===== config.mk =====
export PLATFORM = sky130hd
export DESIGN_NAME = clk_div_ctrl
export DESIGN_NICKNAME = d
export VERILOG_FILES = /design/src/rtl/clk_div_pkg.sv /design/src/rtl/clk_div_core.sv /design/src/rtl/clk_div_ctrl.sv
export SDC_FILE = /design/constraint.sdc
export NUM_CORES = 1
export LEC_CHECK = 0
export ABC_AREA = 0
export CAP_MARGIN = 5
export CORE_UTILIZATION = 30
export DETAILED_ROUTE_END_ITERATION = 8
export GPL_TIMING_DRIVEN = 0
export HOLD_SLACK_MARGIN = 0.05
export PLACE_DENSITY_LB_ADDON = 0.2
export SETUP_SLACK_MARGIN = 0.5
export SYNTH_ARGS = -nofsm -noshare
export SYNTH_HDL_FRONTEND = slang
export SYNTH_SLANG_ARGS = --single-unit

===== constraint.sdc =====
create_clock -name clock_in -period 6.21 [get_ports clock_in]
set_clock_uncertainty 0.15 [all_clocks]
set_input_delay 1.242 -clock clock_in [delete_from_list [all_inputs] [get_ports clock_in]]
set_output_delay 1.242 -clock clock_in [all_outputs]
set_load 0.005 [all_outputs]

===== src/rtl/clk_div_pkg.sv =====
// ----------------------------------------------------------------------------
// clk_div_pkg : shared types and defaults for the divided-clock controller
// Rev 1.0
// ----------------------------------------------------------------------------
`default_nettype none

package clk_div_pkg;

  localparam int CNT_W_DFLT   = 28;
  localparam int MIN_DIV_DFLT = 2;

  typedef enum logic [1:0] {
    ST_IDLE = 2'd0,
    ST_RUN  = 2'd1,
    ST_STEP = 2'd2
  } state_e;

endpackage

`default_nettype wire


===== src/rtl/clk_div_core.sv =====
// ----------------------------------------------------------------------------
// clk_div_core : divide counter with registered square output and period tick
// Rev 1.0
// ----------------------------------------------------------------------------
`default_nettype none

module clk_div_core
  import clk_div_pkg::*;
#(
  parameter int CNT_W = CNT_W_DFLT
) (
  input  logic             clk,
  input  logic             rst,
  input  logic             enable,
  input  logic [CNT_W-1:0] div,
  output logic             wrap,
  output logic             tick,
  output logic             clock_out
);

  logic [CNT_W-1:0] cnt_q, cnt_d;
  logic             tick_q, tick_d;
  logic             clk_out_q, clk_out_d;

  // The counter stops at div-1, so the increment can never overflow even
  // for the largest representable divisor.
  always_comb begin
    wrap      = enable && (cnt_q == (div - CNT_W'(1)));
    cnt_d     = '0;
    if (enable && !wrap) begin
      cnt_d = cnt_q + CNT_W'(1);
    end
    tick_d    = wrap;
    clk_out_d = enable && (cnt_q < (div >> 1));
  end

  always_ff @(posedge clk or posedge rst) begin
    if (rst) begin
      cnt_q     <= '0;
      tick_q    <= 1'b0;
      clk_out_q <= 1'b0;
    end else begin
      cnt_q     <= cnt_d;
      tick_q    <= tick_d;
      clk_out_q <= clk_out_d;
    end
  end

  assign tick      = tick_q;
  assign clock_out = clk_out_q;

endmodule

`default_nettype wire


===== src/rtl/clk_div_ctrl.sv =====
// ----------------------------------------------------------------------------
// clk_div_ctrl : idle/run/step sequencing and glitch-free divisor updates
// Rev 1.0
// ----------------------------------------------------------------------------
`default_nettype none

module clk_div_ctrl
  import clk_div_pkg::*;
#(
  parameter int CNT_W       = CNT_W_DFLT,
  parameter int DEFAULT_DIV = 20000,
  parameter int MIN_DIV     = MIN_DIV_DFLT
) (
  input  logic             clock_in,
  input  logic             reset_in,
  input  logic             run,
  input  logic             step,
  input  logic             div_wr_valid,
  input  logic [CNT_W-1:0] div_wr_data,
  output logic             div_wr_ready,
  output logic             div_err,
  output logic [CNT_W-1:0] div_active,
  output logic             tick,
  output logic             clock_out,
  output logic [1:0]       state
);

  localparam logic [CNT_W-1:0] c_default_div = CNT_W'(DEFAULT_DIV);
  localparam logic [CNT_W-1:0] c_min_div     = CNT_W'(MIN_DIV);

  state_e           state_q, state_d;
  logic [CNT_W-1:0] div_active_q, div_active_d;
  logic [CNT_W-1:0] pend_q, pend_d;
  logic             pend_vld_q, pend_vld_d;
  logic             div_err_q, div_err_d;

  logic             w_core_en;
  logic             w_wrap;
  logic             w_accept;
  logic             w_apply;

  assign w_core_en = (state_q != ST_IDLE);

  clk_div_core #(
    .CNT_W (CNT_W)
  ) u_core (
    .clk       (clock_in),
    .rst       (reset_in),
    .enable    (w_core_en),
    .div       (div_active_q),
    .wrap      (w_wrap),
    .tick      (tick),
    .clock_out (clock_out)
  );

  always_comb begin
    state_d = state_q;
    case (state_q)
      ST_IDLE: begin
        if (run) begin
          state_d = ST_RUN;
        end else if (step) begin
          state_d = ST_STEP;
        end
      end
      ST_RUN: begin
        if (w_wrap && !run) begin
          state_d = ST_IDLE;
        end
      end
      ST_STEP: begin
        if (w_wrap) begin
          state_d = run ? ST_RUN : ST_IDLE;
        end
      end
      default: state_d = ST_IDLE;
    endcase
  end

  // Only a divisor already sitting in the pending register can be applied,
  // so a write accepted on a wrap cycle waits for the following wrap.
  always_comb begin
    w_accept     = div_wr_valid && !pend_vld_q;
    w_apply      = pend_vld_q && ((state_q == ST_IDLE) || w_wrap);
    div_err_d    = w_accept && (div_wr_data < c_min_div);
    div_active_d = div_active_q;
    pend_d       = pend_q;
    pend_vld_d   = pend_vld_q;
    if (w_apply) begin
      div_active_d = pend_q;
      pend_vld_d   = 1'b0;
    end else if (w_accept && !div_err_d) begin
      pend_d     = div_wr_data;
      pend_vld_d = 1'b1;
    end
  end

  always_ff @(posedge clock_in or posedge reset_in) begin
    if (reset_in) begin
      state_q      <= ST_IDLE;
      div_active_q <= c_default_div;
      pend_q       <= '0;
      pend_vld_q   <= 1'b0;
      div_err_q    <= 1'b0;
    end else begin
      state_q      <= state_d;
      div_active_q <= div_active_d;
      pend_q       <= pend_d;
      pend_vld_q   <= pend_vld_d;
      div_err_q    <= div_err_d;
    end
  end

  assign div_wr_ready = !pend_vld_q;
  assign div_err      = div_err_q;
  assign div_active   = div_active_q;
  assign state        = state_q;

endmodule

`default_nettype wire


======== After elaboration in Yosys (flattened, before gate mapping) ========
Index checks and enable logic that the tools add are counted.
storage, ports and cells
  register bits after elaboration ......... 90
  input bits .............................. 33
  output and inout port bits .............. 34
  logic and storage cells ................. 46
cells by class
  $add $sub $neg .......................... 2
  $lt $le $gt $ge ......................... 2
  equality and inequality tests ........... 6
  mux-type cells .......................... 9
  bitwise operators ....................... 1
  reduce and logical (&&, ||, !) cells .... 18
operator list
  kind                                                                   count
  28-bit by 1-bit adder with 28-bit output, second input constant        1
  28-bit == test                                                         1
  28-bit by 2-bit < comparator with 1-bit output, second input constant  1
  28-bit by 27-bit < comparator with 1-bit output                        1
  28-bit 2-to-1 mux                                                      1
  28-bit by 1-bit subtractor with 28-bit output, second input constant   1
  1-bit logical AND                                                      8
  2-bit 2-to-1 mux                                                       4
  2-bit case mux with 3 select lines                                     1
  1-bit logical NOT                                                      4
  2-bit nonzero test                                                     2
  1-bit 2-to-1 mux                                                       3
  3-bit != test, second input constant                                   1
  3-bit AND reduction                                                    1
  2-bit by 1-bit == test with 1-bit output, second input constant        1
  2-bit == test, second input constant                                   1
  2-bit logical NOT                                                      1
  2-bit by 1-bit != test with 1-bit output, second input constant        1
  2-bit != test, second input constant                                   1
  2-bit AND reduction                                                    1
  1-bit logical OR                                                       1
  1-bit NOT                                                              1

======== Longest topological paths before layout ========
  word-level depth ........................ 7
  depth in mapped cells ................... 13
  gate-level depth less buffers ........... 10

======== By module ========
From an unflattened synthesis, not the netlist that was laid out.
second synthesis, totals
  cell total of the unflattened synthesis .. 561
  area, all modules ....................... 5,576.6 um^2
modules (own cells, without submodules)
  module        times used  cells an instance  area each (um^2)  seq. area each (um^2)
  clk_div_core  1           405                3,176.8           750.7
  clk_div_ctrl  1           156                2,399.8           1,507.7

======== Worst setup path after synthesis ========
OpenSTA, ideal clock, no wires.
  kind .................................... input -> register
  start point ............................. input port div_wr_data[6]
  end point ............................... register pend_q[0]
  library setup time ...................... 0.125 ns
  arrival time ............................ 2.904 ns
  data required time ...................... 5.935 ns
  setup slack ............................. 3.032 ns
  stages on the path ...................... 6
  buffers on the path ..................... 2
  cell sequence ........................... nor4_1 -> nand4_1 -> o211ai_1 -> clkbuf_1 -> buf_1 -> mux2_2
on the way
  word-level cells in the longest chain between the ends .. 5
RTL lines
  item                                            line                 source
  start, declared                                 clk_div_ctrl.sv:19   input logic [CNT_W-1:0] div_wr_data,
  28-bit by 2-bit < comparator with 1-bit output  clk_div_ctrl.sv:85   div_err_d = w_accept && (div_wr_data < c_min_div);
  1-bit logical AND                               clk_div_ctrl.sv:85
  1-bit logical NOT                               clk_div_ctrl.sv:92   end else if (w_accept && !div_err_d) begin
  1-bit logical AND                               clk_div_ctrl.sv:92
  2-bit AND reduction (no line)                   -
  end signal, assigned                            clk_div_ctrl.sv:108  pend_q <= pend_d;
  end, declared                                   clk_div_ctrl.sv:33   logic [CNT_W-1:0] pend_q, pend_d;
No other way between the ends.
A chain may end at the register's enable or synchronous reset.

======== Worst setup path in the final report ========
  start point ............................. input port div_wr_data[1]
  end point ............................... register pend_q[4]
Same word-level chain as after synthesis.

==> flow_metrics.env <==
export IMPL_status="finished clean"
export IMPL_critPathMaxFanout=10
export IMPL_report_final_hold_viol_count=0
export IMPL_fp_dieH_um=136
export IMPL_tightest_slew_ps=900
export IMPL_setup_tns_ps=0
export IMPL_clock_latency_ps=350
export IMPL_reg2reg_slack_ps=2530
export IMPL_cp_arrival_ps=4120
export IMPL_setup_viol=0
export IMPL_path_cells="clkdlybuf4s50_1 -> nor4_1 -> nand4_1 -> o211ai_1 -> clkbuf_1 -> buf_1 -> mux2_2"
export IMPL_track_usage_pct=15.5
export IMPL_ctsResizeCount=0
export IMPL_power_density_nw_per_um2=281
export IMPL_first_pass_iters=4
export IMPL_synth_edf_count=0
export IMPL_io_buffers=66
export IMPL_vias_per_cell=5.01
export IMPL_drc=0
export IMPL_leakage_nw=2.95
export IMPL_nNetsFinal=651
export IMPL_holdCritPathClass="reg2reg"
export IMPL_period_minus_slack_ps=4030
export IMPL_post_place_ws_ps=1630
export IMPL_critical_path_class="in2reg"
export IMPL_reg2regPathDepth=10
export IMPL_seq_area_frac_synth_pct=41.9
export IMPL_ys_ff_latch=90
export IMPL_finalWorstSetupSlack_ps=2180
export IMPL_cp_required_ps=6300
export IMPL_coreArea_sq_um=17400
export IMPL_dp_cells=804
export IMPL_max_slew_margin_pct=39.4
export IMPL_grt_max_degree=53
export IMPL_cts_buffers=9
export IMPL_cts_sinks=90
export IMPL_synth_area_per_cell_sq_um=10.5
export IMPL_netlist_area_sq_um=5380
export IMPL_post_route_period_util_pct=65.0
export IMPL_root_buffer="clkbuf_16"
export IMPL_synth_async_reset_ratio_pct=100
export IMPL_multiInputGateArea_sq_um=2920
export IMPL_rr_startpoint="div_active[12]$_DFFE_PP0P_"
export IMPL_netlist_instances=512
export IMPL_synth_top_area_share_pct=39.5
export IMPL_crit_slowest_cell="buf_1"
export IMPL_path_clk_slew_ps=70
export IMPL_worst_setup_path_end_kind="flip-flop"
export IMPL_post_cts_buffers=0
export IMPL_num_antenna_cells=0
export IMPL_synth_cell_types=56
export IMPL_final_max_slew_viol_count=0
export IMPL_std_cell_rows=48
export IMPL_regArea_sq_um=2260
export IMPL_cpPeakStageDelay_ps=540
export IMPL_drv_cap=0
export IMPL_synth_fp_nets=573
export IMPL_ant_nets=0
export IMPL_cts_max_level=3
export IMPL_ios=67
export IMPL_whs_endpoint="div_active[23]$_DFFE_PP0P_"
export IMPL_ys_top_cells_by_area="dfrtp_1 (40%), ha_1 (6.5%), mux2_2 (6.1%)"
export IMPL_fmax_mhz=248
export IMPL_whs_ps=341
export IMPL_hold_depth=1
export IMPL_cts_hold_buf=0
export IMPL_stdcell_count=820
export IMPL_grt_pass1_vias=4098
export IMPL_rsz0062_at_grt="no"
export IMPL_dpl_hpwl_um=10100
export IMPL_clock_path_buffers=2
export IMPL_wl_per_cell_um=16.0
export IMPL_grt_antenna_before_repair=0
export IMPL_gp_congestion=0.855
export IMPL_die_area_sq_um=18500
export IMPL_syn_to_final_growth_pct=23.6
export IMPL_initial_core_util_pct=30.9
export IMPL_hold_start="pend_q[23]$_DFFE_PP0P_"
export IMPL_r2r_end="u_core.cnt_q[19]$_DFF_PP0_"
export IMPL_synth_flop_cell="dfrtp_1"
export IMPL_overflow=0
export IMPL_cp_start_kind="input pin"
export IMPL_dr_first_iter_drc_count=160
export IMPL_vias=4109
export IMPL_drive_above_1_share_pct=13.6
export IMPL_grt_pass1_wl_um=21700
export IMPL_die_w_um=136
export IMPL_finalPower_mw=1.87
export IMPL_wl_um=13100
export IMPL_cts_tree="done"
export IMPL_peakVddDrop_mv=0.127
export IMPL_yosys_warnings=0
export IMPL_fill_cells=1725
export IMPL_synth_top_area_cell="dfrtp_1"
-- layout by cell type (no fill, tap or decap), types with 3 or more instances in the layout --
cell type / Yosys / final
dfrtp_1: 85 / 85
clkdlybuf4s50_1: 0 / 66
nor2_1: 49 / 49
inv_1: 33 / 32
xor2_1: 30 / 30
xnor2_1: 30 / 30
mux2_2: 29 / 29
ha_1: 28 / 28
nand3_1: 20 / 20
mux2_4: 20 / 20
nand2_1: 19 / 19
nor4_1: 18 / 18
nand4_1: 18 / 18
nor3_1: 11 / 11
clkbuf_1: 9 / 11
a21oi_1: 11 / 11
o21ai_0: 10 / 10
clkbuf_16: 0 / 9
mux2_1: 8 / 8
nand2b_1: 6 / 6
and4_1: 6 / 6
a21o_1: 6 / 6
nor2b_1: 6 / 6
nand3b_1: 5 / 5
a31oi_1: 5 / 5
dfstp_2: 5 / 5
and3_1: 3 / 3
or3_1: 3 / 3
-- worst max-delay path by stage --
stage	start	end	slack, ps
6_report	div_wr_data[1]	pend_q[4]$_DFFE_PP0P_	2180
5_1_grt	div_wr_data[1]	pend_q[0]$_DFFE_PP0P_	1900
4_1_cts	div_wr_data[1]	pend_q[4]$_DFFE_PP0P_	2020
3_5_place_dp	div_wr_data[1]	pend_q[4]$_DFFE_PP0P_	1630
3_3_place_gp	reset_in	u_core.cnt_q[25]$_DFF_PP0_	1040
2_1_floorplan	reset_in	div_active[0]$_DFFE_PP0P_	2490
-- worst max-delay path: cells and delay by family --
family	cells	cell delay, ps
buffers and inverters	3	1450
and+or+nand+nor	2	730
muxes	1	410
AOI/OAI and AO/OA	1	270
-- synthesized netlist by cell type (2+ instances only) --
master	number
xor2_1	30
a31oi_1	5
mux2_2	29
and4_1	6
dfrtp_1	85
mux2_1	8
nand4_1	18
xnor2_1	30
nor2b_1	6
o211ai_1	2
nand2b_1	6
and2_1	2
nand2_1	19
dfstp_2	5
mux2_4	20
a21oi_1	11
nor4_1	18
o21ai_0	10
nand4b_1	2
nor3_1	11
and3_1	3
a21o_1	6
inv_1	33
o31a_1	2
or3_1	3
buf_2	2
clkbuf_1	9
nor2_1	49
nor4_4	2
o22ai_1	2
buf_6	2
nand3_1	20
and3b_1	2
nand3b_1	5
ha_1	28
-- layout make-up --
class                   instances  share of cell area (%)
repair buffers                 67                    10.3
flip-flops and latches         90                    33.9
clock inverters                 5                   0.959
plain buffers                  15                    1.17
well taps                     225                    4.23
inverters                      33                    1.90
multi-input cells             374                    44.0
clock buffers                  11                    3.50
-- power by group --
part / switching, mW / internal (mW) / total, mW
Clock: 0.242 / 0.316 / 0.558
Combinational: 0.231 / 0.275 / 0.505
Sequential: 0.0950 / 0.713 / 0.808
-- layer usage --
| layer | track usage, % | vias up | share of wire, % |
|---|---|---|---|
| li1 | - | 1989 | - |
| met1 | 20.9 | 1997 | 48 |
| met2 | 24.1 | 96 | 46 |
| met3 | 3.13 | 27 | 4.0 |
| met4 | 6.30 | 0 | 2.8 |
| met5 | 0 | - | 0 |
-- metrics by stage --
step	area [sq um]	utilization, %
floorplan	5380	-
global placement	6330	36.3
detailed placement	6360	36.5
CTS	6650	38.2
global route	6650	38.2
finish	6650	38.2
-- kinds of logic after synthesis --
kind of cell | after synthesis | share of synthesized area, %
xor gates and xnor gates | 60 | 9.76
DFF | 90 | 41.9
buffers and inverters | 48 | 3.74
AOI/OAI and AO/OA | 51 | 6.48
and+or+nand+nor | 177 | 18.1
muxes | 58 | 13.5
adders and majority gates | 28 | 6.51
-- flip-flops by register name, summed over array words and instances, names as in the netlist --
name and flops:
div_err 1, u_core.clock_out 1, state 2, div_active 28, u_core.cnt_q 28, pend_q 28
u_core.tick 1, pend_vld_q 1
No activity file was read; power rests on OpenSTA's default activity.
